### src/rtl/pipe_ir_ctrl_pkg.sv
// Shared pipeline definitions: instruction field constants, the bubble encoding and the
// stage record carried through D/E/M/W. The hazard unit uses the same constants.
package pipe_ir_ctrl_pkg;

    localparam logic [31:0] NOP      = 32'h0000_0000;
    localparam logic [31:0] PC_RESET = 32'h0000_3000;
    localparam int          WD_LIMIT_DEF = 3;

    localparam int OP_HI = 31;
    localparam int OP_LO = 26;
    localparam int RS_HI = 25;
    localparam int RS_LO = 21;
    localparam int RT_HI = 20;
    localparam int RT_LO = 16;
    localparam int RD_HI = 15;
    localparam int RD_LO = 11;
    localparam int FN_HI = 5;
    localparam int FN_LO = 0;

    typedef enum logic [5:0] {
        OP_RTYPE = 6'h00,
        OP_JAL   = 6'h03,
        OP_BEQ   = 6'h04,
        OP_ORI   = 6'h0D,
        OP_LUI   = 6'h0F,
        OP_LW    = 6'h23,
        OP_SW    = 6'h2B
    } opcode_e;

    typedef enum logic [5:0] {
        FN_SLL  = 6'h00,
        FN_JR   = 6'h08,
        FN_ADDU = 6'h21,
        FN_SUBU = 6'h23
    } funct_e;

    typedef struct packed {
        logic [31:0] ir;
        logic [31:0] pc;
        logic        v;
    } stage_t;

    // All-zero word decodes as sll $0,$0,0, so a bubble never writes a register.
    localparam stage_t BUBBLE = '{ir: NOP, pc: 32'h0, v: 1'b0};

endpackage

### src/rtl/pipe_ir_ctrl_if.sv
// Fetch-side inputs and per-stage instruction/PC outputs of the IR controller.
interface pipe_ir_ctrl_if;

    logic        stall;
    logic [31:0] instr_f;
    logic [31:0] pc_f;
    logic        pc_en;
    logic [31:0] ir_d, ir_e, ir_m, ir_w;
    logic [31:0] pc_d, pc_e, pc_m, pc_w;
    logic        v_d, v_e, v_m, v_w;
    logic [31:0] stall_cnt;
    logic [31:0] retire_cnt;
    logic        stall_err;

    modport master (
        output stall, instr_f, pc_f,
        input  pc_en, ir_d, ir_e, ir_m, ir_w, pc_d, pc_e, pc_m, pc_w,
        input  v_d, v_e, v_m, v_w, stall_cnt, retire_cnt, stall_err
    );

    modport slave (
        input  stall, instr_f, pc_f,
        output pc_en, ir_d, ir_e, ir_m, ir_w, pc_d, pc_e, pc_m, pc_w,
        output v_d, v_e, v_m, v_w, stall_cnt, retire_cnt, stall_err
    );

endinterface

### src/rtl/pipe_stage_reg.sv
// One pipeline stage register holding (ir, pc, v); clear beats enable.
module pipe_stage_reg
    import pipe_ir_ctrl_pkg::*;
(
    input  logic   clk,
    input  logic   en_i,
    input  logic   clr_i,
    input  stage_t d_i,
    output stage_t q_o
);

    stage_t stage_q, stage_d;

    always_comb begin
        stage_d = stage_q;
        if (clr_i) begin
            stage_d = BUBBLE;
        end else if (en_i) begin
            stage_d = d_i;
        end
    end

    always_ff @(posedge clk) begin
        stage_q <= stage_d;
    end

    assign q_o = stage_q;

endmodule

### src/rtl/pipe_ir_ctrl.sv
// D/E/M/W instruction and PC registers with stall handling (freeze D, bubble E, drain M/W),
// saturating stall/retire counters and a sticky stuck-stall watchdog.
module pipe_ir_ctrl
    import pipe_ir_ctrl_pkg::*;
#(
    parameter int WD_LIMIT = WD_LIMIT_DEF
) (
    input  logic           clk,
    input  logic           reset,
    pipe_ir_ctrl_if.slave  bus
);

    localparam int             RUN_W   = $clog2(WD_LIMIT + 1);
    localparam logic [RUN_W-1:0] RUN_MAX = RUN_W'(WD_LIMIT);

    function automatic logic [31:0] sat_inc(input logic [31:0] x);
        return (x == 32'hFFFF_FFFF) ? x : x + 32'd1;
    endfunction

    stage_t fetch_s, d_s, e_s, m_s, w_s;

    assign fetch_s = '{ir: bus.instr_f, pc: bus.pc_f, v: 1'b1};

    pipe_stage_reg u_d (.clk(clk), .en_i(~bus.stall), .clr_i(reset),
                        .d_i(fetch_s), .q_o(d_s));
    pipe_stage_reg u_e (.clk(clk), .en_i(1'b1), .clr_i(reset | bus.stall),
                        .d_i(d_s), .q_o(e_s));
    pipe_stage_reg u_m (.clk(clk), .en_i(1'b1), .clr_i(reset),
                        .d_i(e_s), .q_o(m_s));
    pipe_stage_reg u_w (.clk(clk), .en_i(1'b1), .clr_i(reset),
                        .d_i(m_s), .q_o(w_s));

    logic [31:0]      stall_cnt_q, stall_cnt_d;
    logic [31:0]      retire_cnt_q, retire_cnt_d;
    logic [RUN_W-1:0] run_q, run_d;
    logic             stall_err_q, stall_err_d;

    always_comb begin
        stall_cnt_d  = stall_cnt_q;
        retire_cnt_d = retire_cnt_q;
        run_d        = run_q;
        stall_err_d  = stall_err_q;
        if (reset) begin
            stall_cnt_d  = '0;
            retire_cnt_d = '0;
            run_d        = '0;
            stall_err_d  = 1'b0;
        end else begin
            if (bus.stall) begin
                stall_cnt_d = sat_inc(stall_cnt_q);
                run_d       = (run_q == RUN_MAX) ? run_q : run_q + RUN_W'(1);
            end else begin
                run_d = '0;
            end
            if (w_s.v) begin
                retire_cnt_d = sat_inc(retire_cnt_q);
            end
            // Diagnostic only: sticky until reset, never feeds back into the pipeline.
            if (run_d == RUN_MAX) begin
                stall_err_d = 1'b1;
            end
        end
    end

    always_ff @(posedge clk) begin
        stall_cnt_q  <= stall_cnt_d;
        retire_cnt_q <= retire_cnt_d;
        run_q        <= run_d;
        stall_err_q  <= stall_err_d;
    end

    assign bus.pc_en      = ~bus.stall & ~reset;
    assign bus.ir_d       = d_s.ir;
    assign bus.ir_e       = e_s.ir;
    assign bus.ir_m       = m_s.ir;
    assign bus.ir_w       = w_s.ir;
    assign bus.pc_d       = d_s.pc;
    assign bus.pc_e       = e_s.pc;
    assign bus.pc_m       = m_s.pc;
    assign bus.pc_w       = w_s.pc;
    assign bus.v_d        = d_s.v;
    assign bus.v_e        = e_s.v;
    assign bus.v_m        = m_s.v;
    assign bus.v_w        = w_s.v;
    assign bus.stall_cnt  = stall_cnt_q;
    assign bus.retire_cnt = retire_cnt_q;
    assign bus.stall_err  = stall_err_q;

endmodule
### src/flat_wrapper.sv
// flat-port wrapper written by rule: the top's interface ports become plain ports
module pipe_ir_ctrl_flat import pipe_ir_ctrl_pkg::*;
#(
    parameter int WD_LIMIT = WD_LIMIT_DEF
)
  (clk, reset, bus_stall, bus_instr_f, bus_pc_f, bus_pc_en, bus_ir_d, bus_ir_e, bus_ir_m, bus_ir_w, bus_pc_d, bus_pc_e, bus_pc_m, bus_pc_w, bus_v_d, bus_v_e, bus_v_m, bus_v_w, bus_stall_cnt, bus_retire_cnt, bus_stall_err);
  pipe_ir_ctrl_if bus_i ();
  input  logic clk;
  input  logic reset;
  input wire logic [$bits(bus_i.stall)-1:0] bus_stall;
  input wire logic [$bits(bus_i.instr_f)-1:0] bus_instr_f;
  input wire logic [$bits(bus_i.pc_f)-1:0] bus_pc_f;
  output wire logic [$bits(bus_i.pc_en)-1:0] bus_pc_en;
  output wire logic [$bits(bus_i.ir_d)-1:0] bus_ir_d;
  output wire logic [$bits(bus_i.ir_e)-1:0] bus_ir_e;
  output wire logic [$bits(bus_i.ir_m)-1:0] bus_ir_m;
  output wire logic [$bits(bus_i.ir_w)-1:0] bus_ir_w;
  output wire logic [$bits(bus_i.pc_d)-1:0] bus_pc_d;
  output wire logic [$bits(bus_i.pc_e)-1:0] bus_pc_e;
  output wire logic [$bits(bus_i.pc_m)-1:0] bus_pc_m;
  output wire logic [$bits(bus_i.pc_w)-1:0] bus_pc_w;
  output wire logic [$bits(bus_i.v_d)-1:0] bus_v_d;
  output wire logic [$bits(bus_i.v_e)-1:0] bus_v_e;
  output wire logic [$bits(bus_i.v_m)-1:0] bus_v_m;
  output wire logic [$bits(bus_i.v_w)-1:0] bus_v_w;
  output wire logic [$bits(bus_i.stall_cnt)-1:0] bus_stall_cnt;
  output wire logic [$bits(bus_i.retire_cnt)-1:0] bus_retire_cnt;
  output wire logic [$bits(bus_i.stall_err)-1:0] bus_stall_err;
  assign bus_i.stall = bus_stall;
  assign bus_i.instr_f = bus_instr_f;
  assign bus_i.pc_f = bus_pc_f;
  assign bus_pc_en = bus_i.pc_en;
  assign bus_ir_d = bus_i.ir_d;
  assign bus_ir_e = bus_i.ir_e;
  assign bus_ir_m = bus_i.ir_m;
  assign bus_ir_w = bus_i.ir_w;
  assign bus_pc_d = bus_i.pc_d;
  assign bus_pc_e = bus_i.pc_e;
  assign bus_pc_m = bus_i.pc_m;
  assign bus_pc_w = bus_i.pc_w;
  assign bus_v_d = bus_i.v_d;
  assign bus_v_e = bus_i.v_e;
  assign bus_v_m = bus_i.v_m;
  assign bus_v_w = bus_i.v_w;
  assign bus_stall_cnt = bus_i.stall_cnt;
  assign bus_retire_cnt = bus_i.retire_cnt;
  assign bus_stall_err = bus_i.stall_err;
  pipe_ir_ctrl #(.WD_LIMIT(WD_LIMIT)) u_core (.clk(clk), .reset(reset), .bus(bus_i));
endmodule
### config.mk
export PLATFORM = sky130hd
export DESIGN_NAME = pipe_ir_ctrl_flat
export DESIGN_NICKNAME = d
export VERILOG_FILES = /design/src/rtl/pipe_ir_ctrl_pkg.sv /design/src/rtl/pipe_ir_ctrl_if.sv /design/src/rtl/pipe_stage_reg.sv /design/src/rtl/pipe_ir_ctrl.sv /design/src/flat_wrapper.sv
export SDC_FILE = /design/constraint.sdc
export NUM_CORES = 1
export LEC_CHECK = 0
export BUFFER_PORTS_ARGS = -buffer_cell sky130_fd_sc_hd__buf_2
export CORE_MARGIN = 2
export CORE_UTILIZATION = 40
export CTS_BUF_LIST = sky130_fd_sc_hd__clkbuf_4 sky130_fd_sc_hd__clkbuf_8
export DETAILED_ROUTE_END_ITERATION = 8
export PLACE_DENSITY = 0.69
export SLEW_MARGIN = 20
export SYNTH_ARGS = -nofsm -noshare
export SYNTH_HDL_FRONTEND = slang
export SYNTH_SLANG_ARGS = --single-unit
### constraint.sdc
create_clock -name clk -period 2.2 [get_ports clk]
set_input_delay 0.22 -clock clk [delete_from_list [all_inputs] [get_ports clk]]
set_output_delay 0.22 -clock clk [all_outputs]
set_load 0.1 [all_outputs]
Word-level counts from Yosys, hierarchy flattened
Cells that the tools add are included.
W data, S select, Z words.
{"block": "op_classes", "n_addsub": 3, "eq_ne": 4, "n_mux": 3, "bitwise_logic": 6, "n_reduce_logical": 2}
{"operator": "$add A32 B1 Y32 const B", "n": 2}
{"operator": "$eq A32 B32 Y1 const B", "n": 2}
{"operator": "$mux W2", "n": 3}
{"operator": "$eq A2 B2 Y1 const B", "n": 2}
{"operator": "$not A1 Y1", "n": 4}
{"operator": "$reduce_and A2 Y1", "n": 2}
{"operator": "$add A2 B1 Y2 const B", "n": 1}
{"operator": "$and A1 B1 Y1", "n": 1}
{"operator": "$or A1 B1 Y1", "n": 1}
{"block": "totals", "register_bits": 327, "word_cells": 34}

Longest topological paths before layout
Gate-level depths: netlist of run 1.
{"block": "depth", "depth_word": 5, "ltp_mapped": 7, "ltp_nobuf": 6}

Modules after synthesis
From an unflattened synthesis of run 1, not the netlist that was laid out.
{"block": "unflattened", "hier_cells": 1242, "area_unflattened_um2": 12707.2}
{"module": "pipe_stage_reg", "instances": 4, "cells_per_inst": 209, "area_per_inst_um2": 2342.2}
{"module": "pipe_ir_ctrl", "instances": 1, "cells_per_inst": 406, "area_per_inst_um2": 3338.2}

Worst setup path after synthesis of run 1
Ideal clock, no wire load.
{"block": "synth_timing", "kind": "flip-flop to flip-flop", "from": "register u_core.stall_cnt_q[0], in the netlist u_core.bus.stall_cnt[0]", "to": "register u_core.stall_cnt_q[27], in the netlist u_core.bus.stall_cnt[27]", "t_arrival_ns": 2.788, "required_ns": 2.079, "setup_slack_ns": -0.709, "path_stages_with_launch": 8, "path_buffers": 1, "synth_period_minus_slack_ns": 2.909, "path_cell_list": "dfxtp_1 > ha_1 > nand4_1 > or4_4 > buf_6 > o2111ai_4 > nor3_2 > mux2_4"}
{"block": "synth_between", "elab_chain_cells": 3, "elab_cells_between_ends": 4}
{"item": "start: declaration", "line": "pipe_ir_ctrl.sv:33", "rtl": "logic [31:0] stall_cnt_q, stall_cnt_d;"}
{"item": "start signal: assignment", "line": "pipe_ir_ctrl.sv:66", "rtl": "stall_cnt_q <= stall_cnt_d;"}
{"item": "parallel branches: the longest is 3 deep, another holds $add A32 B1 Y32"}
Parallel ways; which one is timed is not known.
A chain may end at the register's enable or synchronous reset.

Worst setup path after layout of run 1
Same ends and word-level chain as after synthesis.

==> results of run 1 <==
## metal layers
metal  vias to the layer above  track usage, %
met1                      4088            24.9
met3                        77            4.87
met4                         0            8.70
met5                         -               0
li1                       4371               -
met2                       338            33.3
## cells in the mapped netlist, types with 3 or more instances
| library cell | n |
|---|---|
| and3_1 | 6 |
| nand4_1 | 19 |
| buf_2 | 3 |
| o21ai_0 | 37 |
| nor2b_1 | 135 |
| nor4_1 | 7 |
| clkbuf_1 | 37 |
| xnor2_1 | 5 |
| nor3_1 | 6 |
| xor2_1 | 14 |
| nand2_1 | 22 |
| or3_1 | 35 |
| o31ai_1 | 3 |
| inv_1 | 9 |
| and2_1 | 66 |
| a21oi_1 | 40 |
| buf_1 | 6 |
| nor2_1 | 98 |
| and4_1 | 6 |
| nand3_1 | 25 |
| o211ai_1 | 6 |
| mux2i_1 | 66 |
| mux2_2 | 4 |
| dfxtp_1 | 327 |
## worst max-delay path, cell delays in order (launching register included)
cell	delay, ps
dfxtp_4	390
ha_4	150
nand4_1	140
or4_4	610
o2111ai_4	320
nor3_2	90
mux2_4	300
## timing repair
| item | in CTS | in global routing |
|---|---|---|
| hold endpoints to repair | 64 | 0 |
| setup endpoints to repair | 0 | 6 |
| hold buffers | 64 | 0 |
| setup buffers | 0 | 2 |
## cell type report
type                            instances  area [um2]
Antenna cell                            1        2.50
Clock buffer                           77         985
Clock inverter                         19         198
Fill cell                            2302       11600
Inverter                                9        33.8
Multi-Input combinational cell        629        4010
Sequential cell                       327        6690
Tap cell                              341         427
Timing Repair Buffer                  471        2770
## power by group through the flow
stage                     combinational, W  sequential (W)  clock [W]
final                              0.00158         0.00611    0.00571
after global routing               0.00164         0.00612    0.00612
after CTS                          0.00158         0.00611    0.00587
after detailed placement           0.00148         0.00624          0
after global placement             0.00148         0.00623          0
after floorplan                   0.000267         0.00716          0
## flip-flops by register name, indices dropped and copies added (netlist names)
signal and count:
u_core.u_e.q_o 65, u_core.u_m.q_o 65, u_core.run_q 2, u_core.bus.retire_cnt 32
u_core.bus.stall_cnt 32, u_core.u_w.q_o 65, u_core.u_d.q_o 65, u_core.bus.stall_err 1
## per-stage QoR
step                setup slack [ps]  instances  hold WS (ps)
finish                          91.8       1874          84.2
detailed placement              96.5       1711           428
CTS                             88.6       1871          55.2
global route                    7.17       1874          54.0
global placement                 150       1711           415
floorplan                       -103       1013           364
## worst paths after layout
path	startpoint	endpoint	slack, ps	cells after the start
setup / recovery	u_core.bus.stall_cnt[0]	u_core.bus.stall_cnt[27]	90	6
hold / removal	bus_stall	u_core.bus.stall_cnt[18]	80	4
setup reg to reg	u_core.bus.stall_cnt[0]	u_core.bus.stall_cnt[27]	90	6
hold reg to reg	u_core.run_q[0]	u_core.run_q[0]	440	1
## logic make-up after synthesis
logic type,after synthesis,synth area share (%)
DFF,327,60.8
buffers and inverters,57,2.20
adders and majority gates,2,0.232
xor gates and xnor gates,19,1.55
muxes,71,6.69
and+or+nand+nor,441,23.4
AOI/OAI and AO/OA,96,5.19
==> metrics.md, run 1 <==
| Metric | Value |
|---|---|
| Synth-to-Final Area Change | 40.3% |
| Clk slew on worst S/H paths | 60 ps |
| Die area | 28,300 um2 |
| Max layer used | met4 |
| Critical Path RT | 2640 ps |
| Met2 WL | 13,600 um |
| Yosys reg bits | 327 |
| Max_cap viols | 0 |
| Final period util | 95.8% |
| Routed Antenna Nets | 0 |
| Starting Density | 40.3% |
| Post-synth top area cell | dfxtp_1 |
| Net Sw Frac | 27.6% |
| Internal Power | 0.00970 W |
| LEAKAGE | 7.13 nW |
| DP Wirelength | 20,000 um |
| TritonCTS buffer count | 51 |
| Aggregate global routing overflow | 0 |
| Tot Pwr | 0.0134 W |
| RSZ-0062 raised after global routing | no |
| GRT Util Overall | 20.0% |
| Die width | 168 um |
| Commonest non-fill, non-tap cells in the layout | buf_2 (389), dfxtp_1 (262), nor2b_1 (135), nor2_1 (97) |
| DRC viols | 0 |
| Worst Skew | 18.0 ps |
| Core Util, Final | 56.5% |
| Cells after Synth | 1,013 |
| Max Slew Vio Count | 0 |
| Top-Level Pins | 393 |
| Iter 0 DRT Violations | 478 |
| Final instance area | 15,100 um2 |
| Routability cong. | 0.836 |
| DRT Pass-1 Iters | 4 |
| Final hold viol count | 0 |
| Mean Syn Cell Area | 10.6 um2 |
| DR WL/cell | 15.7 um |
| Final Net Count | 1,558 |
| Metal-1 WL | 12,800 um |
| Yosys warning total | 0 |
| Seq pwr share | 45.6% |
| Post-synth top flop | dfxtp_1 |
| Unique cell type count in the Yosys netlist | 50 |
| Via/cell ratio | 4.74 |
| Status | finished, final reports clean |
| Vias in the first global route | 8,695 |
| Cell Pwr Density | 887 nW/um2 |
| Crit end category | flip-flop |
| Initial antenna violation count | 1 |
| Layout cells sized above 1 | 38.5% |
| Worst slew pin tran | 703 ps |
| Post-DP Area | 13,300 um2 |
| Clk sinks | 327 |
| Vias | 8,874 |
| Startpoint types | flip-flop |
| Asr flop ratio synth | 0% |
| Post-Syn Area | 10,800 um2 |
| Global-route wire length before repair | 45,800 um |
| Worst slew margin | 53.1% |
| Syn nets | 1,082 |
| Area share of the largest cell type after synthesis | 60.8% |
| Ranking of synthesized cells by area | dfxtp_1 (61%), nor2b_1 (7.8%), mux2i_1 (6.1%) |
| Commonest non-fill, non-tap cell in the layout | buf_2 |
| Setup TNS | 0 ps |
| Post-synthesis sequential area ratio | 60.8% |
| Worst skew pair latency | 560 ps |
| Hold Crit Class | input port to flip-flop |
| H-tree levels | 2 |
| EDFF count, synth | 0 |
| Post-cts resize count | 0 |
| Fmax achieved | 474 MHz |
| Maximum clock path buffer count | 3 |
| Max rail drop VDD | 0.504 mV |
| Combinational share of power | 11.8% |
| Clock share of power | 42.6% |
| Crit path kind | flip-flop to flip-flop |
| Drt total wl | 29,400 um |
| Pin count of the biggest net entering global routing | 138 |
| Root Driver | clkbuf_8 |
| Met3 Wirelength | 1910 um |
| Num rows | 60 |
| Min Tclk post-route | 2110 ps |
| Core ar. | 26,700 um2 |
| Critical Path AT | 2550 ps |
| CP max FO | 8 |
| Die H | 168 um |
| NetSw | 0.00370 W |
| IO Port Bufs | 392 |
| CTS tree | done |
| Final setup violation count | 0 |
Power figures use the tool's default switching activity.
==> run 2, diff against run 1 <==
ABC_AREA = 1   (was default)
==> run 2 against run 1 <==
Clock skew rose by 2.7 ps. Cell count is 25% higher. Die area is 3.7% higher. Synthesized cell count up 43%. Flip-flop and latch count unchanged. Combinational power hardly changed. First-iteration DRC count rose by 30%. Global-route usage grew 1.8 points. Critical path depth increased by 3. Count of clock-buffer cells in the layout increased by 4. Utilization fell by 0.93 points. Worst hold slack improved by 11 ps.
==> metrics.md, run 2 <==
| Metric | Value |
|---|---|
| Starting Density | 40.4% (was 40.3%) |
| Met2 Use GR | 38.4% (was 33.3%) |
| Post-synthesis sequential area ratio | 58.6% (was 60.8%) |
| Most frequent cell after synthesis | nor2_1 (was dfxtp_1) |
| Hold Crit Class | input port to flip-flop (unchanged) |
| TritonCTS buffer count | 53 (was 51) |
| NetSw | 0.00374 W (was 0.00370 W) |
| Fmax achieved | 500 MHz (was 474 MHz) |
| Top-Level Pins | 393 (unchanged) |
| Critical Path RT | 2640 ps (about the same) |
| Status | finished, final reports clean (unchanged) |
| Iter 0 DRT Violations | 622 (was 478) |
| Mux share of post-synthesis cell area | 0% (was 6.69%) |
| GRT Util Overall | 21.8% (was 20.0%) |
| Cell Pwr Density | 854 nW/um2 (was 887 nW/um2) |
| Vias in the first global route | 10,200 (was 8,695) |
| DRC viols | 0 (unchanged) |
| DRT Pass-1 Iters | 5 (was 4) |
| Clock share of power | 41.3% (was 42.6%) |
| Worst slew margin | 52.8% (was 53.1%) |
| Grt met3 use | 7.45% (was 4.87%) |
| XOR/XNOR share of the synthesized area | 0.392% (was 1.55%) |
| GRT met1 Usage | 24.4% (was 24.9%) |
| Post-Syn Area | 11,200 um2 (was 10,800 um2) |
| Setup TNS | 0 ps (unchanged) |
| Ranking of synthesized cells by area | dfxtp_1 (59%), nor2_1 (12%), nand2_1 (8.1%) (was dfxtp_1 (61%), nor2b_1 (7.8%), mux2i_1 (6.1%)) |
| Final hold viol count | 0 (unchanged) |
| Pin count of the biggest net entering global routing | 67 (was 138) |
| R2R depth | 9 (was 6) |
| CTS tree | done (unchanged) |
| RSZ-0062 raised after global routing | no (unchanged) |
| Max Slew Vio Count | 0 (unchanged) |
| LEAKAGE | 7.23 nW (was 7.13 nW) |
| Final Net Count | 1,996 (was 1,558) |
| Die width | 171 um (was 168 um) |
| Mean Syn Cell Area | 7.71 um2 (was 10.6 um2) |
| Top post-synthesis cells by count | nor2_1 (351), dfxtp_1 (327), nand2_1 (241) (was dfxtp_1 (327), nor2b_1 (135), nor2_1 (98)) |
| Commonest non-fill, non-tap cells in the layout | buf_2 (390), nor2_1 (350), dfxtp_1 (313), nand2_1 (240), inv_1 (237) (was buf_2 (389), dfxtp_1 (262), nor2b_1 (135), nor2_1 (97)) |
| H-tree levels | 2 (unchanged) |
| Fillers | 2,546 (was 2,302) |
| Post-synth top area cell | dfxtp_1 (unchanged) |
| Worst skew pair latency | 570 ps (was 560 ps) |
| Tot Pwr | 0.0131 W (was 0.0134 W) |
| Area share of the largest cell type after synthesis | 58.6% (was 60.8%) |
| Worst Skew | 20.7 ps (was 18.0 ps) |
| Max_cap viols | 0 (unchanged) |
| Global-route wire length before repair | 50,900 um (was 45,800 um) |
| Min Tclk post-route | 2000 ps (was 2110 ps) |
| Drt total wl | 33,400 um (was 29,400 um) |
| Net Sw Frac | 28.5% (was 27.6%) |
| Via/cell ratio | 4.52 (was 4.74) |
| Die H | 171 um (was 168 um) |
| Aggregate global routing overflow | 0 (unchanged) |
| Seq pwr share | 46.7% (was 45.6%) |
| Post-synthesis simple-gate area fraction | 24.8% (was 23.4%) |
| Num rows | 61 (was 60) |
| Compound-gate portion of the synthesized area | 5.73% (was 5.19%) |
| CP max FO | 24 (was 8) |
| Commonest non-fill, non-tap cell in the layout | buf_2 (unchanged) |
| Post-synth top flop | dfxtp_1 (unchanged) |
| Hold Buf Count CTS | 65 (was 64) |
| Worst reg2reg endpoint | u_core.bus.stall_cnt[19] (was u_core.bus.stall_cnt[27]) |
| DP Wirelength | 23,300 um (was 20,000 um) |
| Cells after Synth | 1,450 (was 1,013) |
| Min-Delay Path Depth | 3 (was 4) |
| Initial antenna violation count | 0 (was 1) |
| Clk sinks | 327 (unchanged) |
| ANT cells | 0 (was 1) |
| Yosys warning total | 0 (unchanged) |
| Main combinational cell family by area after synthesis | simple AND/OR/NAND/NOR gates (unchanged) |
| Internal Power | 0.00938 W (was 0.00970 W) |
| Synth Area in Adders | 0.224% (was 0.232%) |
| Layout cells sized above 1 | 27.4% (was 38.5%) |
| Routed Antenna Nets | 0 (unchanged) |
| Die area | 29,300 um2 (was 28,300 um2) |
| Post-cts resize count | 0 (unchanged) |
| Asr flop ratio synth | 0% (unchanged) |
| Core ar. | 27,600 um2 (was 26,700 um2) |
| Critical Path AT | 2440 ps (was 2550 ps) |
| Startpoint types | flip-flop (unchanged) |
| Syn nets | 1,519 (was 1,082) |
| Final period util | 90.8% (was 95.8%) |
| Root Driver | clkbuf_8 (unchanged) |
| Final setup violation count | 0 (unchanged) |
| Global route hottest layer | met2 (unchanged) |
| DR WL/cell | 14.2 um (was 15.7 um) |
| Crit end category | flip-flop (unchanged) |
| Max rail drop VDD | 0.645 mV (was 0.504 mV) |
| Routability cong. | 0.889 (was 0.836) |
| Unique cell type count in the Yosys netlist | 25 (was 50) |
| Synth-to-Final Area Change | 37.5% (was 40.3%) |
| Crit path kind | flip-flop to flip-flop (unchanged) |
| Vias | 10,600 (was 8,874) |
| R2r startpoint | u_core.bus.stall_cnt[0] (unchanged) |
| Worst Setup SP | u_core.bus.stall_cnt[0] (unchanged) |
| Postcts setup bufs | 0 (unchanged) |
| Combinational share of power | 12.0% (was 11.8%) |
| IO Port Bufs | 392 (unchanged) |
| EDFF count, synth | 0 (unchanged) |
| Clk slew on worst S/H paths | 60 ps (about the same) |
| Yosys reg bits | 327 (unchanged) |
| Crit path capture | u_core.bus.stall_cnt[19] (was u_core.bus.stall_cnt[27]) |
| R2r setup slk | 200 ps (was 90 ps) |
| Worst slew pin tran | 707 ps (was 703 ps) |
| Maximum clock path buffer count | 3 (unchanged) |
-- run 2: area by class of cell --
cell class              instances  area (um2)  share of cell area, %
flip-flops and latches        327        6560                   42.7
multi-input cells             825        3490                   22.7
repair buffers                478        2800                   18.2
clock buffers                  81        1040                   6.77
inverters                     242         908                   5.91
well taps                     378         473                   3.08
clock inverters                15        90.1                  0.586
-- run 2: worst min-delay path by stage --
stage                       startpoint                 endpoint  slack (ps)
floorplan                  bus_pc_f[9]       u_core.u_d.q_o[10]         330
global placement    u_core.u_m.q_o[17]       u_core.u_w.q_o[17]         400
detailed placement   u_core.u_e.q_o[5]        u_core.u_m.q_o[5]         410
CTS                          bus_stall  u_core.bus.stall_cnt[1]          40
global route                 bus_stall  u_core.bus.stall_cnt[1]          70
finish                       bus_stall  u_core.bus.stall_cnt[1]         100
-- run 2: critical path: stages (launching register included) --
cell,delay [ps]
dfxtp_2,350
ha_1,190
nand2_1,80
nor2_1,190
nand2_1,90
nor2_2,230
nand3b_1,300
buf_12,260
a21oi_1,150
nor2_1,60
-- run 2: kinds of logic after synthesis --
logic type / after synthesis
and+or+nand+nor: 691
DFF: 327
buffers and inverters: 298
AOI/OAI and AO/OA: 127
xor gates and xnor gates: 5
adders and majority gates: 2
-- run 2: power by group through the flow --
stage	Combinational [W]	Sequential, W	Clock [W]
2_1_floorplan	0.000244	0.00718	0
3_3_place_gp	0.00147	0.00624	0
3_5_place_dp	0.00148	0.00625	0
4_1_cts	0.00158	0.00612	0.00555
5_1_grt	0.00164	0.00613	0.00581
6_report	0.00157	0.00612	0.00542
-- run 2: routing by layer --
layer | share of wire (%) | routed length (um)
met1 | 39 | 13100
met2 | 49 | 16400
met3 | 8.7 | 2920
met4 | 2.9 | 983
met5 | 0 | 0
-- run 2: stage by stage --
stage | std cells | utilization, % | hold slack, ps | setup slack [ps] | instance area (um2)
2_1_floorplan | 1450 | - | 333 | 0.0313 | 11200
3_3_place_gp | 2185 | 49.2 | 401 | 312 | 13600
3_5_place_dp | 2185 | 49.2 | 406 | 244 | 13600
4_1_cts | 2346 | 55.6 | 43.1 | 182 | 15400
5_1_grt | 2346 | 55.6 | 67.5 | 22.1 | 15400
6_report | 2346 | 55.6 | 95.2 | 202 | 15400
